**config.mk**
```make
export PLATFORM = sky130hd
export DESIGN_NAME = ex_mem_stage
export DESIGN_NICKNAME = d
export VERILOG_FILES = /design/src/rtl/ex_mem_stage.sv
export SDC_FILE = /design/constraint.sdc
export NUM_CORES = 1
export LEC_CHECK = 0
export BUFFER_PORTS_ARGS = -buffer_cell sky130_fd_sc_hd__buf_4
export CAP_MARGIN = 20
export CORE_MARGIN = 3
export CORE_UTILIZATION = 38
export DETAILED_ROUTE_END_ITERATION = 8
export PLACE_DENSITY = 0.75
export SKIP_CTS_REPAIR_TIMING = 1
export SLEW_MARGIN = 20
export SYNTH_ARGS = -nofsm -noshare
export SYNTH_HDL_FRONTEND = slang
export SYNTH_SLANG_ARGS = --single-unit
```
**constraint.sdc**
```tcl
create_clock -name clk -period 1.25 [get_ports clk]
set_input_delay 0.1875 -clock clk [delete_from_list [all_inputs] [get_ports clk]]
set_output_delay 0.1875 -clock clk [all_outputs]
set_load 0.02 [all_outputs]
```
**src/rtl/ex_mem_stage.sv**
```systemverilog
// EX/MEM pipeline register: captures the ALU result, resolves BEQ/BNE and, when
// EX_MEM_OVF_TRAP_EN is defined, squashes overflowing trapping ops into a precise exception.
module ex_mem_stage #(
  parameter logic [31:0] RESET_PC = 32'h0000_0000
) (
  input  logic        clk,
  input  logic        rst_n,
  input  logic        ex_valid,
  output logic        ex_ready,
  input  logic [31:0] ALUResult,
  input  logic        Zero,
  input  logic        overflow,
  input  logic        ex_trap_ovf,
  input  logic        ex_branch,
  input  logic        ex_bne,
  input  logic [31:0] ex_br_target,
  input  logic [31:0] ex_pc,
  input  logic [4:0]  ex_rd,
  input  logic        ex_regwrite,
  input  logic        ex_memread,
  input  logic        ex_memwrite,
  input  logic [31:0] ex_store_data,
  output logic        mem_valid,
  input  logic        mem_ready,
  output logic [31:0] mem_alu_result,
  output logic [31:0] mem_store_data,
  output logic [4:0]  mem_rd,
  output logic        mem_regwrite,
  output logic        mem_memread,
  output logic        mem_memwrite,
  output logic        br_taken,
  output logic [31:0] br_target,
  output logic        exc_valid,
  output logic [31:0] exc_epc,
  input  logic        exc_ack,
  output logic        flush_req
);

  function automatic logic branch_taken(input logic zero, input logic bne);
    return zero ^ bne;
  endfunction

  logic        accept, mem_fire, fault, in_run;
  logic        mem_valid_q, mem_valid_d;
  logic [31:0] mem_alu_result_q, mem_alu_result_d;
  logic [31:0] mem_store_data_q, mem_store_data_d;
  logic [4:0]  mem_rd_q, mem_rd_d;
  logic        mem_regwrite_q, mem_regwrite_d;
  logic        mem_memread_q, mem_memread_d;
  logic        mem_memwrite_q, mem_memwrite_d;
  logic        br_taken_q, br_taken_d;
  logic [31:0] br_target_q, br_target_d;

  assign ex_ready = in_run && (!mem_valid_q || mem_ready);
  assign accept   = ex_valid && ex_ready;
  assign mem_fire = mem_valid_q && mem_ready;

`ifdef EX_MEM_OVF_TRAP_EN
  typedef enum logic {RUN = 1'b0, TRAP = 1'b1} state_t;
  state_t      state_q, state_d;
  logic        exc_valid_q, exc_valid_d;
  logic        flush_req_q, flush_req_d;
  logic [31:0] exc_epc_q, exc_epc_d;

  assign in_run = (state_q == RUN);
  assign fault  = accept && ex_trap_ovf && overflow;

  always_comb begin
    state_d     = state_q;
    exc_valid_d = exc_valid_q;
    flush_req_d = flush_req_q;
    exc_epc_d   = exc_epc_q;
    if (state_q == RUN) begin
      if (fault) begin
        state_d     = TRAP;
        exc_valid_d = 1'b1;
        flush_req_d = 1'b1;
        exc_epc_d   = ex_pc;
      end
    end else if (exc_ack) begin
      state_d     = RUN;
      exc_valid_d = 1'b0;
      flush_req_d = 1'b0;
    end
  end

  always_ff @(posedge clk or negedge rst_n) begin
    if (!rst_n) begin
      state_q     <= RUN;
      exc_valid_q <= 1'b0;
      flush_req_q <= 1'b0;
      exc_epc_q   <= RESET_PC;
    end else begin
      state_q     <= state_d;
      exc_valid_q <= exc_valid_d;
      flush_req_q <= flush_req_d;
      exc_epc_q   <= exc_epc_d;
    end
  end

  assign exc_valid = exc_valid_q;
  assign flush_req = flush_req_q;
  assign exc_epc   = exc_epc_q;
`else
  // Trapping disabled: overflowing results wrap and are forwarded like any other.
  logic unused_trap_inputs;
  assign unused_trap_inputs = ^{ex_trap_ovf, overflow, exc_ack, ex_pc};
  assign in_run    = 1'b1;
  assign fault     = 1'b0;
  assign exc_valid = 1'b0;
  assign flush_req = 1'b0;
  assign exc_epc   = RESET_PC;
`endif

  always_comb begin
    mem_valid_d      = mem_valid_q;
    mem_alu_result_d = mem_alu_result_q;
    mem_store_data_d = mem_store_data_q;
    mem_rd_d         = mem_rd_q;
    mem_regwrite_d   = mem_regwrite_q;
    mem_memread_d    = mem_memread_q;
    mem_memwrite_d   = mem_memwrite_q;
    br_taken_d       = 1'b0;
    br_target_d      = br_target_q;
    if (mem_fire) mem_valid_d = 1'b0;
    // A faulting bundle is dropped here; the slot simply drains.
    if (accept && !fault) begin
      mem_valid_d      = 1'b1;
      mem_alu_result_d = ALUResult;
      mem_store_data_d = ex_store_data;
      mem_rd_d         = ex_rd;
      mem_regwrite_d   = ex_regwrite && !ex_branch;
      mem_memread_d    = ex_memread && !ex_branch;
      mem_memwrite_d   = ex_memwrite && !ex_branch;
      if (ex_branch && branch_taken(Zero, ex_bne)) begin
        br_taken_d  = 1'b1;
        br_target_d = ex_br_target;
      end
    end
  end

  always_ff @(posedge clk or negedge rst_n) begin
    if (!rst_n) begin
      mem_valid_q      <= 1'b0;
      mem_alu_result_q <= '0;
      mem_store_data_q <= '0;
      mem_rd_q         <= '0;
      mem_regwrite_q   <= 1'b0;
      mem_memread_q    <= 1'b0;
      mem_memwrite_q   <= 1'b0;
      br_taken_q       <= 1'b0;
      br_target_q      <= '0;
    end else begin
      mem_valid_q      <= mem_valid_d;
      mem_alu_result_q <= mem_alu_result_d;
      mem_store_data_q <= mem_store_data_d;
      mem_rd_q         <= mem_rd_d;
      mem_regwrite_q   <= mem_regwrite_d;
      mem_memread_q    <= mem_memread_d;
      mem_memwrite_q   <= mem_memwrite_d;
      br_taken_q       <= br_taken_d;
      br_target_q      <= br_target_d;
    end
  end

  assign mem_valid      = mem_valid_q;
  assign mem_alu_result = mem_alu_result_q;
  assign mem_store_data = mem_store_data_q;
  assign mem_rd         = mem_rd_q;
  assign mem_regwrite   = mem_regwrite_q;
  assign mem_memread    = mem_memread_q;
  assign mem_memwrite   = mem_memwrite_q;
  assign br_taken       = br_taken_q;
  assign br_target      = br_target_q;

endmodule
```
# Word level (Yosys, flattened, before mapping)
# Index checks and enable logic that the tools add are counted.
dict set report classes {
  add_sub_neg 0
  mux 4
  mul 0
  eq_ne 0
  div 0
  bitwise_logic 1
  n_reduce_logical 11
  n_shift 0
  n_lt_le_gt_ge 0
}
# op n
set op_table {}
lappend op_table {{1-bit logical AND} 6}
lappend op_table {{1-bit 2-to-1 mux} 4}
lappend op_table {{1-bit logical NOT} 2}
lappend op_table {{2-bit AND reduction} 1}
lappend op_table {{2-bit nonzero test} 1}
lappend op_table {{1-bit logical OR} 1}
lappend op_table {{1-bit XOR} 1}
dict set report word_totals {
  rom_bits 0
  latch_bits 0
  ram_bits 0
  mem_count 0
  regBits 106
  out_inout_bits 141
}

# Logic depth before layout (Yosys ltp)
# Gate-level depths: netlist of run 1.
dict set report logic_depth {
  word_depth 4
  depth_mapped 5
  depth_no_buf 3
}

# Least setup slack after synthesis of run 1
# Ideal clock, no wire load.
dict set report synth_path {
  kind {flip-flop to flip-flop}
  from {reg mem_valid_q, in the netlist mem_valid}
  to {reg br_target_q[10], in the netlist br_target[10]}
  t_arrival_ps 1381
  setup_time_ps 125
  path_buffers 2
  required_ps 1125
  path_stages_with_launch 6
  setup_slack_ps -256
  cell_sequence {dfrtp_1 -> nand2b_4 -> and4_1 -> buf_6 -> buf_12 -> mux2_4}
}
dict set report synth_via {
  elab_chain_len 4
}
# element line
set synth_lines {}
lappend synth_lines {{start, declared} 44} ;# logic mem_valid_q, mem_valid_d;
lappend synth_lines {{start signal, assigned} 154} ;# mem_valid_q <= mem_valid_d;
lappend synth_lines {{1-bit logical NOT} 54} ;# assign ex_ready = in_run && (!mem_valid_q || mem_ready);
lappend synth_lines {{1-bit logical OR} 54}
lappend synth_lines {{net ex_ready} 9} ;# output logic ex_ready,
lappend synth_lines {{1-bit logical AND} 55} ;# assign accept = ex_valid && ex_ready;
lappend synth_lines {{2-bit AND reduction (no line)} -}
lappend synth_lines {{end signal, assigned} 162} ;# br_target_q <= br_target_d;
lappend synth_lines {{end, declared} 52} ;# logic [31:0] br_target_q, br_target_d;
# The timed path passes the listed nets, and every way through them passes these cells.
# A chain may end at the register's enable or synchronous reset.

# Worst setup path after layout of run 1
dict set report layout_path {
  from {reg mem_valid_q, in the netlist mem_valid}
  to {reg br_target_q[26], in the netlist br_target[26]}
}
dict set report layout_via {
  elab_chain_len 4
}
# element line
set layout_lines {}
lappend layout_lines {{1-bit logical NOT} 54}
lappend layout_lines {{1-bit logical OR} 54}
lappend layout_lines {{1-bit logical AND} 55}
lappend layout_lines {{2-bit AND reduction (no line)} -}
# No other way between the ends.

==> qor.csv, run 1 <==
stage;metric;value;unit
layout;share of cells above drive strength 1;71.0;%
floorplanning;I/O Pins;287;
grt;vias in the first global route;3106;
logic_synthesis;yosys warns;0;
logic_synthesis;post-synthesis cell area;4360;sq um
drt;Post-route DRC;0;
logic_synthesis;area leader, netlist;dfrtp_1;
floorplanning;chip width;113;um
floorplanning;Die ar.;12800;sq um
place;IO buf count;217;
drt;1st-pass router iterations;4;
critical_path;Worst EP required;1.46;ns
layout;n_diodes;0;
timing;setup violators final;105;
power_and_ir_drop;Leak Pwr;3.26;nW
layout;Final Non-Filler Cells;644;
clocking;Clock Path Buffers;2;
flow_run;MaxCap Viol Count;0;
timing;Final Hold Fails;0;
timing;RSZ-0062 raised after global routing;true;
logic_synthesis;Top FF cell, synth;dfrtp_1;
grt;largest net degree at the start of global routing;52;
timing;Max Freq;734;MHz
clocking;total CTS buffers;9;
clocking;CTS sink count;106;
critical_path;Worst setup EP type;flip-flop;
logic_synthesis;Post-synth EDFFs;0;
run_status;violated checks;negative setup slack;
power_and_ir_drop;Power Density;1590;nW/um^2
drt;vias post-DR;2871;
timing;Final Worst Setup Slack;-0.112;ns
place;DP Wirelength;7570;um
timing;clk_skew;0.0127;ns
place;post-placement cell count;619;
layout;final net count;645;
logic_synthesis;Syn Inst Count;264;
grt;initial antenna violation count;0;
grt;grt ovf;0;
drt;initial DRC count;98;
floorplanning;Vert. Die Dim;113;um
clocking;CTS tree;yes;
drt;Vias per Instance;4.46;
clocking;CTS H-tree depth;3;
critical_path;critical-path maximum fanout;13;
run_status;status;complete, but fails checks;
critical_path;Setup crit start kind;flip-flop;
timing;Min Clock Period, post-route;1.36;ns
floorplanning;core area;11000;sq um
timing;Setup TNS;-8.24;ns
timing;Final Max Slew Viols;0;
clocking;CTS clk-pin slew, worst paths;0.08;ns
drt;Routed WL per cell;16.3;um
layout;Util after Layout;59.5;%
logic_synthesis;Mean Syn Cell Area;16.5;sq um
logic_synthesis;Netlist cell types;14;
critical_path;Arr. time, crit path;1.58;ns
layout;Layout area overhead;50.6;%
logic_synthesis;Yosys reg bits;106;
clocking;CTS Root Cell;clkbuf_16;
logic_synthesis;asr flop ratio synth;100;%
critical_path;setup slack, reg-to-reg;-0.11;ns
drt;DRT Wirelength;10500;um
drt;Antenna Violating Nets Remaining;0;
hold_path;Hold/Removal Path Class;input pin to flip-flop;
critical_path;Crit Path Class;flip-flop to flip-flop;
place;Final GP Congestion;0.744;
grt;total track usage;15.0;%
timing;fin crit share;109;%
floorplanning;Initial Util;39.5;%
grt;first-pass GRT wire length;15400;um
clocking;clk_lat worst skew;0.34;ns
floorplanning;# rows;38;
logic_synthesis;Seq/Total Area, Yosys;60.9;%
power_and_ir_drop;Pwr Total;0.0104;W
logic_synthesis;count leader, synth;dfrtp_1;
logic_synthesis;share of the synthesized area in the top cell type;60.9;%
logic_synthesis;top cells by area, synth;dfrtp_1, mux2_2, mux2_4;
logic_synthesis;leading post-synthesis cells by instance count;dfrtp_1, mux2_2, buf_4;
power_and_ir_drop;VDD IR max;0.000801;V
-- layer usage --
layer,global-route usage (%),part of all wire [%],routed length [um]
met5,0,0,0
met4,4.57,0.94,99
met3,4.49,8.3,867
met2,26.5,53,5610
met1,17.6,37,3920
-- per-stage QoR --
step           cell area [sq um]  setup slack [ns]  hold slack, ns
2_1_floorplan               4500            -0.210          -0.108
3_3_place_gp                6070            -0.182          0.0189
3_5_place_dp                6070            -0.205          0.0201
4_1_cts                     6350            -0.191          -0.346
5_1_grt                     6560            -0.168          0.0660
6_report                    6560            -0.112          0.0755
-- sequential cells by signal (all words and copies together) (netlist names) --
name / count
br_taken: 1
br_target: 32
mem_alu_result: 32
mem_memread: 1
mem_memwrite: 1
mem_rd: 5
mem_regwrite: 1
mem_store_data: 32
mem_valid: 1
-- layout make-up --
type / count / area, sq um
clock inverter: 4 / 26.3
tap: 140 / 175
clock buffer: 12 / 256
sequential: 106 / 2650
timing repair buffer: 235 / 1940
fill: 882 / 4470
multi-input combinational: 147 / 1510
-- worst max-delay path, cell delays in order, from the launching register on --
cell and delay (ns):
dfrtp_2 0.42, nand2b_4 0.07, and4_4 0.25, clkbuf_16 0.20, mux2_4 0.31
-- cells by family after synthesis --
family	count (synthesis)	share of synthesized area [%]
flip-flops	106	60.9
multiplexers	104	29.4
buffers and inverters	45	8.30
AND/OR/NAND/NOR	7	1.18
XOR/XNOR	1	0.201
other	1	0.0861
-- worst paths after layout --
path | from | depth (start not counted) | to
worst max-delay path | mem_valid$_DFFE_PN0P_ | 4 | br_target[26]$_DFFE_PN0P_
worst min-delay path | ALUResult[5] | 2 | mem_alu_result[5]$_DFFE_PN0P_
worst max register to register | mem_valid$_DFFE_PN0P_ | 4 | br_target[26]$_DFFE_PN0P_
worst min register to register | mem_store_data[0]$_DFFE_PN0P_ | 1 | mem_store_data[0]$_DFFE_PN0P_
max in group asynchronous | rst_n | 3 | mem_alu_result[17]$_DFFE_PN0P_
min in group asynchronous | rst_n | 2 | mem_alu_result[3]$_DFFE_PN0P_
-- where the power goes --
| group | internal [W] | switching [W] | leakage, nW |
|---|---|---|---|
| registers | 0.00406 | 0.000353 | 1.25 |
| logic | 0.00177 | 0.00159 | 1.87 |
| clock network | 0.00146 | 0.00119 | 0.139 |
-- cells in the final DEF, fill, tap and decap left out, types with 2 or more instances in the layout --
master and count:
nor2b_1 3, clkinv_2 2, clkbuf_8 2, buf_4 220, clkbuf_16 14, buf_6 2, buf_12 6, conb_1 34
mux2_2 73, dfrtp_1 105, mux2_4 31
No activity file was read; power rests on OpenSTA's default activity.
==> run 2, diff against run 1 <==
--- a/config.mk
+++ b/config.mk
@@ -5,6 +5,7 @@
 export SDC_FILE = /design/constraint.sdc
 export NUM_CORES = 1
 export LEC_CHECK = 0
+export ABC_AREA = 1
 export BUFFER_PORTS_ARGS = -buffer_cell sky130_fd_sc_hd__buf_4
 export CAP_MARGIN = 20
 export CORE_MARGIN = 3
==> run 2 against run 1 <==
Compared with the run above:
- non-clock buffer count increased by 9
- synthesized cell count increased by 88%
- count of clock-buffer cells in the layout unchanged
- first-iteration DRC count increased by 69%
- setup slack improved by 0.082 ns
- highest routed layer unchanged
- via count increased by 41%
- sequential power decreased by 3%
- routed wire length increased by 22%
- maximum frequency increased by 6.4%
- the run still ends with negative setup slack left
- synthesized area about the same
- clock power increased by 4%
==> qor.csv, run 2 <==
stage;metric;value;unit
run_status;status;complete, but fails checks;
critical_path;R2R depth;6;
grt;largest net degree at the start of global routing;61;
power_and_ir_drop;Gate power share;29.3;%
logic_synthesis;Post-synth EDFFs;0;
power_and_ir_drop;Power Density;1500;nW/um^2
logic_synthesis;Top FF cell, synth;dfrtp_1;
layout;commonest non-fill, non-tap cell in the layout;nand2_1;
logic_synthesis;xor-xnor portion of the synthesized cell area;0;%
floorplanning;Vert. Die Dim;113;um
logic_synthesis;count leader, synth;nand2_1;
clocking;total CTS buffers;9;
timing;setup violators final;25;
critical_path;crit path from;mem_valid$_DFFE_PN0P_;
drt;Post-route DRC;0;
power_and_ir_drop;VDD IR max;0.000763;V
place;IO buf count;217;
critical_path;Crit Reg-Reg Startpoint;mem_valid$_DFFE_PN0P_;
critical_path;worst path cell trace;buf_4 -> nand2_2 -> buf_6;
floorplanning;# rows;38;
drt;vias post-DR;4059;
place;Final GP Congestion;0.788;
critical_path;CP max stage delay;0.43;ns
layout;share of cells above drive strength 1;36.1;%
logic_synthesis;asr flop ratio synth;100;%
clocking;CTS sink count;106;
drt;DRT Wirelength;12800;um
clocking;Clock Path Buffers;2;
timing;Final Hold Fails;0;
logic_synthesis;Post-Synth Simple-Gate Area;29.4;%
grt;first-pass GRT wire length;18700;um
timing;RSZ-0062 raised after global routing;true;
critical_path;critical-path maximum fanout;2;
grt;total track usage;18.1;%
power_and_ir_drop;Clk pwr share;27.6;%
layout;Final Non-Filler Cells;865;
hold_path;Worst Hold Path Cells;3;
hold_path;min-delay src;ex_store_data[24];
clocking;CTS H-tree depth;3;
drt;Antenna Violating Nets Remaining;0;
timing;clk_skew;0.00600;ns
floorplanning;core area;11000;sq um
layout;final net count;867;
clocking;CTS clk-pin slew, worst paths;0.07;ns
power_and_ir_drop;Leak Pwr;3.79;nW
clocking;CTS tree;yes;
logic_synthesis;mux cell area share after synthesis;0;%
logic_synthesis;share of the synthesized area in the top cell type;60.9;%
power_and_ir_drop;cell-internal power;0.00681;W
floorplanning;Die ar.;12800;sq um
logic_synthesis;Netlist cell types;12;
floorplanning;chip width;113;um
logic_synthesis;largest family of logic cells by synthesized area;simple AND/OR/NAND/NOR gates;
logic_synthesis;leading post-synthesis cells by instance count;nand2_1, dfrtp_1, buf_4;
logic_synthesis;Yosys reg bits;106;
critical_path;Worst setup EP type;output pin;
grt;initial antenna violation count;0;
place;post-placement cell count;839;
logic_synthesis;Syn Inst Count;495;
grt;grt ovf;0;
critical_path;Setup crit start kind;flip-flop;
logic_synthesis;Mean Syn Cell Area;8.80;sq um
critical_path;Reg2Reg Capture Point;mem_store_data[17]$_DFFE_PN0P_;
logic_synthesis;post-synthesis cell area;4360;sq um
logic_synthesis;top cells by area, synth;dfrtp_1, nand2_1, buf_4;
timing;Max Freq;781;MHz
timing;final hold slack;0.0480;ns
drt;Vias per Instance;4.69;
timing;fin crit share;102;%
layout;n_diodes;0;
hold_path;Hold/Removal Path Class;input pin to flip-flop;
drt;Routed WL per cell;14.8;um
logic_synthesis;adder-cell share of the synthesized area;0;%
layout;Layout area overhead;52.3;%
floorplanning;Initial Util;39.5;%
clocking;CTS Root Cell;clkbuf_16;
clocking;clk_lat worst skew;0.33;ns
timing;Min Clock Period, post-route;1.28;ns
grt;vias in the first global route;3767;
critical_path;setup slack, reg-to-reg;-0.01;ns
power_and_ir_drop;Pwr Total;0.00992;W
critical_path;Crit-path slowest cell;dfrtp_2;
flow_run;MaxCap Viol Count;0;
critical_path;Worst EP required;1.06;ns
power_and_ir_drop;switching pwr;0.00311;W
place;DP Wirelength;8860;um
power_and_ir_drop;Reg power frac;43.1;%
drt;initial DRC count;166;
drt;1st-pass router iterations;4;
logic_synthesis;yosys warns;0;
logic_synthesis;area leader, netlist;dfrtp_1;
logic_synthesis;Synth Area in Compound Gates;0.373;%
hold_path;Hold EP;mem_store_data[24]$_DFFE_PN0P_;
floorplanning;I/O Pins;287;
run_status;violated checks;negative setup slack;
critical_path;Arr. time, crit path;1.09;ns
timing;Final Max Slew Viols;0;
timing;Final Worst Setup Slack;-0.0296;ns
logic_synthesis;Seq/Total Area, Yosys;60.9;%
critical_path;Crit Path Class;flip-flop to output pin;
layout;commonest cells after routing, fill and taps aside;nand2_1, buf_4, dfrtp_1;
power_and_ir_drop;switch share;31.4;%
run 2: cell types whose count changed after synthesis, moves of 2 or more:
cell,delta
buf_12,-3
buf_2,+5
clkbuf_1,+14
inv_1,+5
inv_2,+2
mux2_2,-75
mux2_4,-29
nand2_1,+281
nand3_1,+4
nand4_1,+32
nor2b_1,-3
run 2: area by class of cell:
class	count	area (sq um)
fill	976	4400
sequential	106	2650
timing repair buffer	244	2060
multi-input combinational	353	1430
clock buffer	12	246
tap	140	175
clock inverter	3	40.0
inverter	7	33.8
run 2: metal layers:
layer / share of wire, % / vias to the layer above / global-route usage, %
li1: - / 1921 / -
met1: 37 / 1911 / 21.9
met2: 52 / 194 / 31.4
met3: 8.3 / 33 / 4.39
met4: 3.0 / 0 / 6.97
met5: 0 / - / 0
run 2: kinds of logic (layout without fill, tap and decap cells):
family / Yosys count / count (layout)
compound gates: 1 / 1
buf+inv: 69 / 266
flops: 106 / 106
other cells: 1 / 34
simple gates: 318 / 318
run 2: stage by stage:
step	utilization, %	setup WS, ns	setup TNS (ns)	cell area [sq um]
2_1_floorplan	-	0.0267	0	4480
3_3_place_gp	55.4	0.0401	0	6110
3_5_place_dp	55.4	-0.0169	-0.0452	6110
4_1_cts	58.0	-0.0706	-0.369	6400
5_1_grt	60.2	-0.0701	-4.57	6640
6_report	60.2	-0.0296	-0.145	6640
run 2: critical path, delay by kind of cell, from the launching register on:
| family | cells | cell delay, ns |
|---|---|---|
| buffers and inverters | 2 | 0.27 |
| flip-flops | 1 | 0.43 |
| AND/OR/NAND/NOR | 1 | 0.07 |
run 2: power groups by stage:
| stage | clock (W) | sequential, W | combinational, W |
|---|---|---|---|
| after floorplan | 0 | 0.00496 | 0.000749 |
| after global placement | 0 | 0.00430 | 0.00275 |
| after detailed placement | 0 | 0.00433 | 0.00281 |
| after CTS | 0.00281 | 0.00428 | 0.00282 |
| after global routing | 0.00296 | 0.00434 | 0.00314 |
| final | 0.00274 | 0.00428 | 0.00291 |
run 2: how the worst max path moves through the flow:
stage | end | slack, ns | cells past startpoint
after floorplan | br_target[10]$_DFFE_PN0P_ | 0.03 | 5
after global placement | mem_alu_result[9]$_DFFE_PN0P_ | 0.04 | 6
after detailed placement | mem_alu_result[11]$_DFFE_PN0P_ | -0.02 | 6
after CTS | ex_ready | -0.07 | 3
after global routing | mem_alu_result[11]$_DFFE_PN0P_ | -0.07 | 6
final | ex_ready | -0.03 | 3
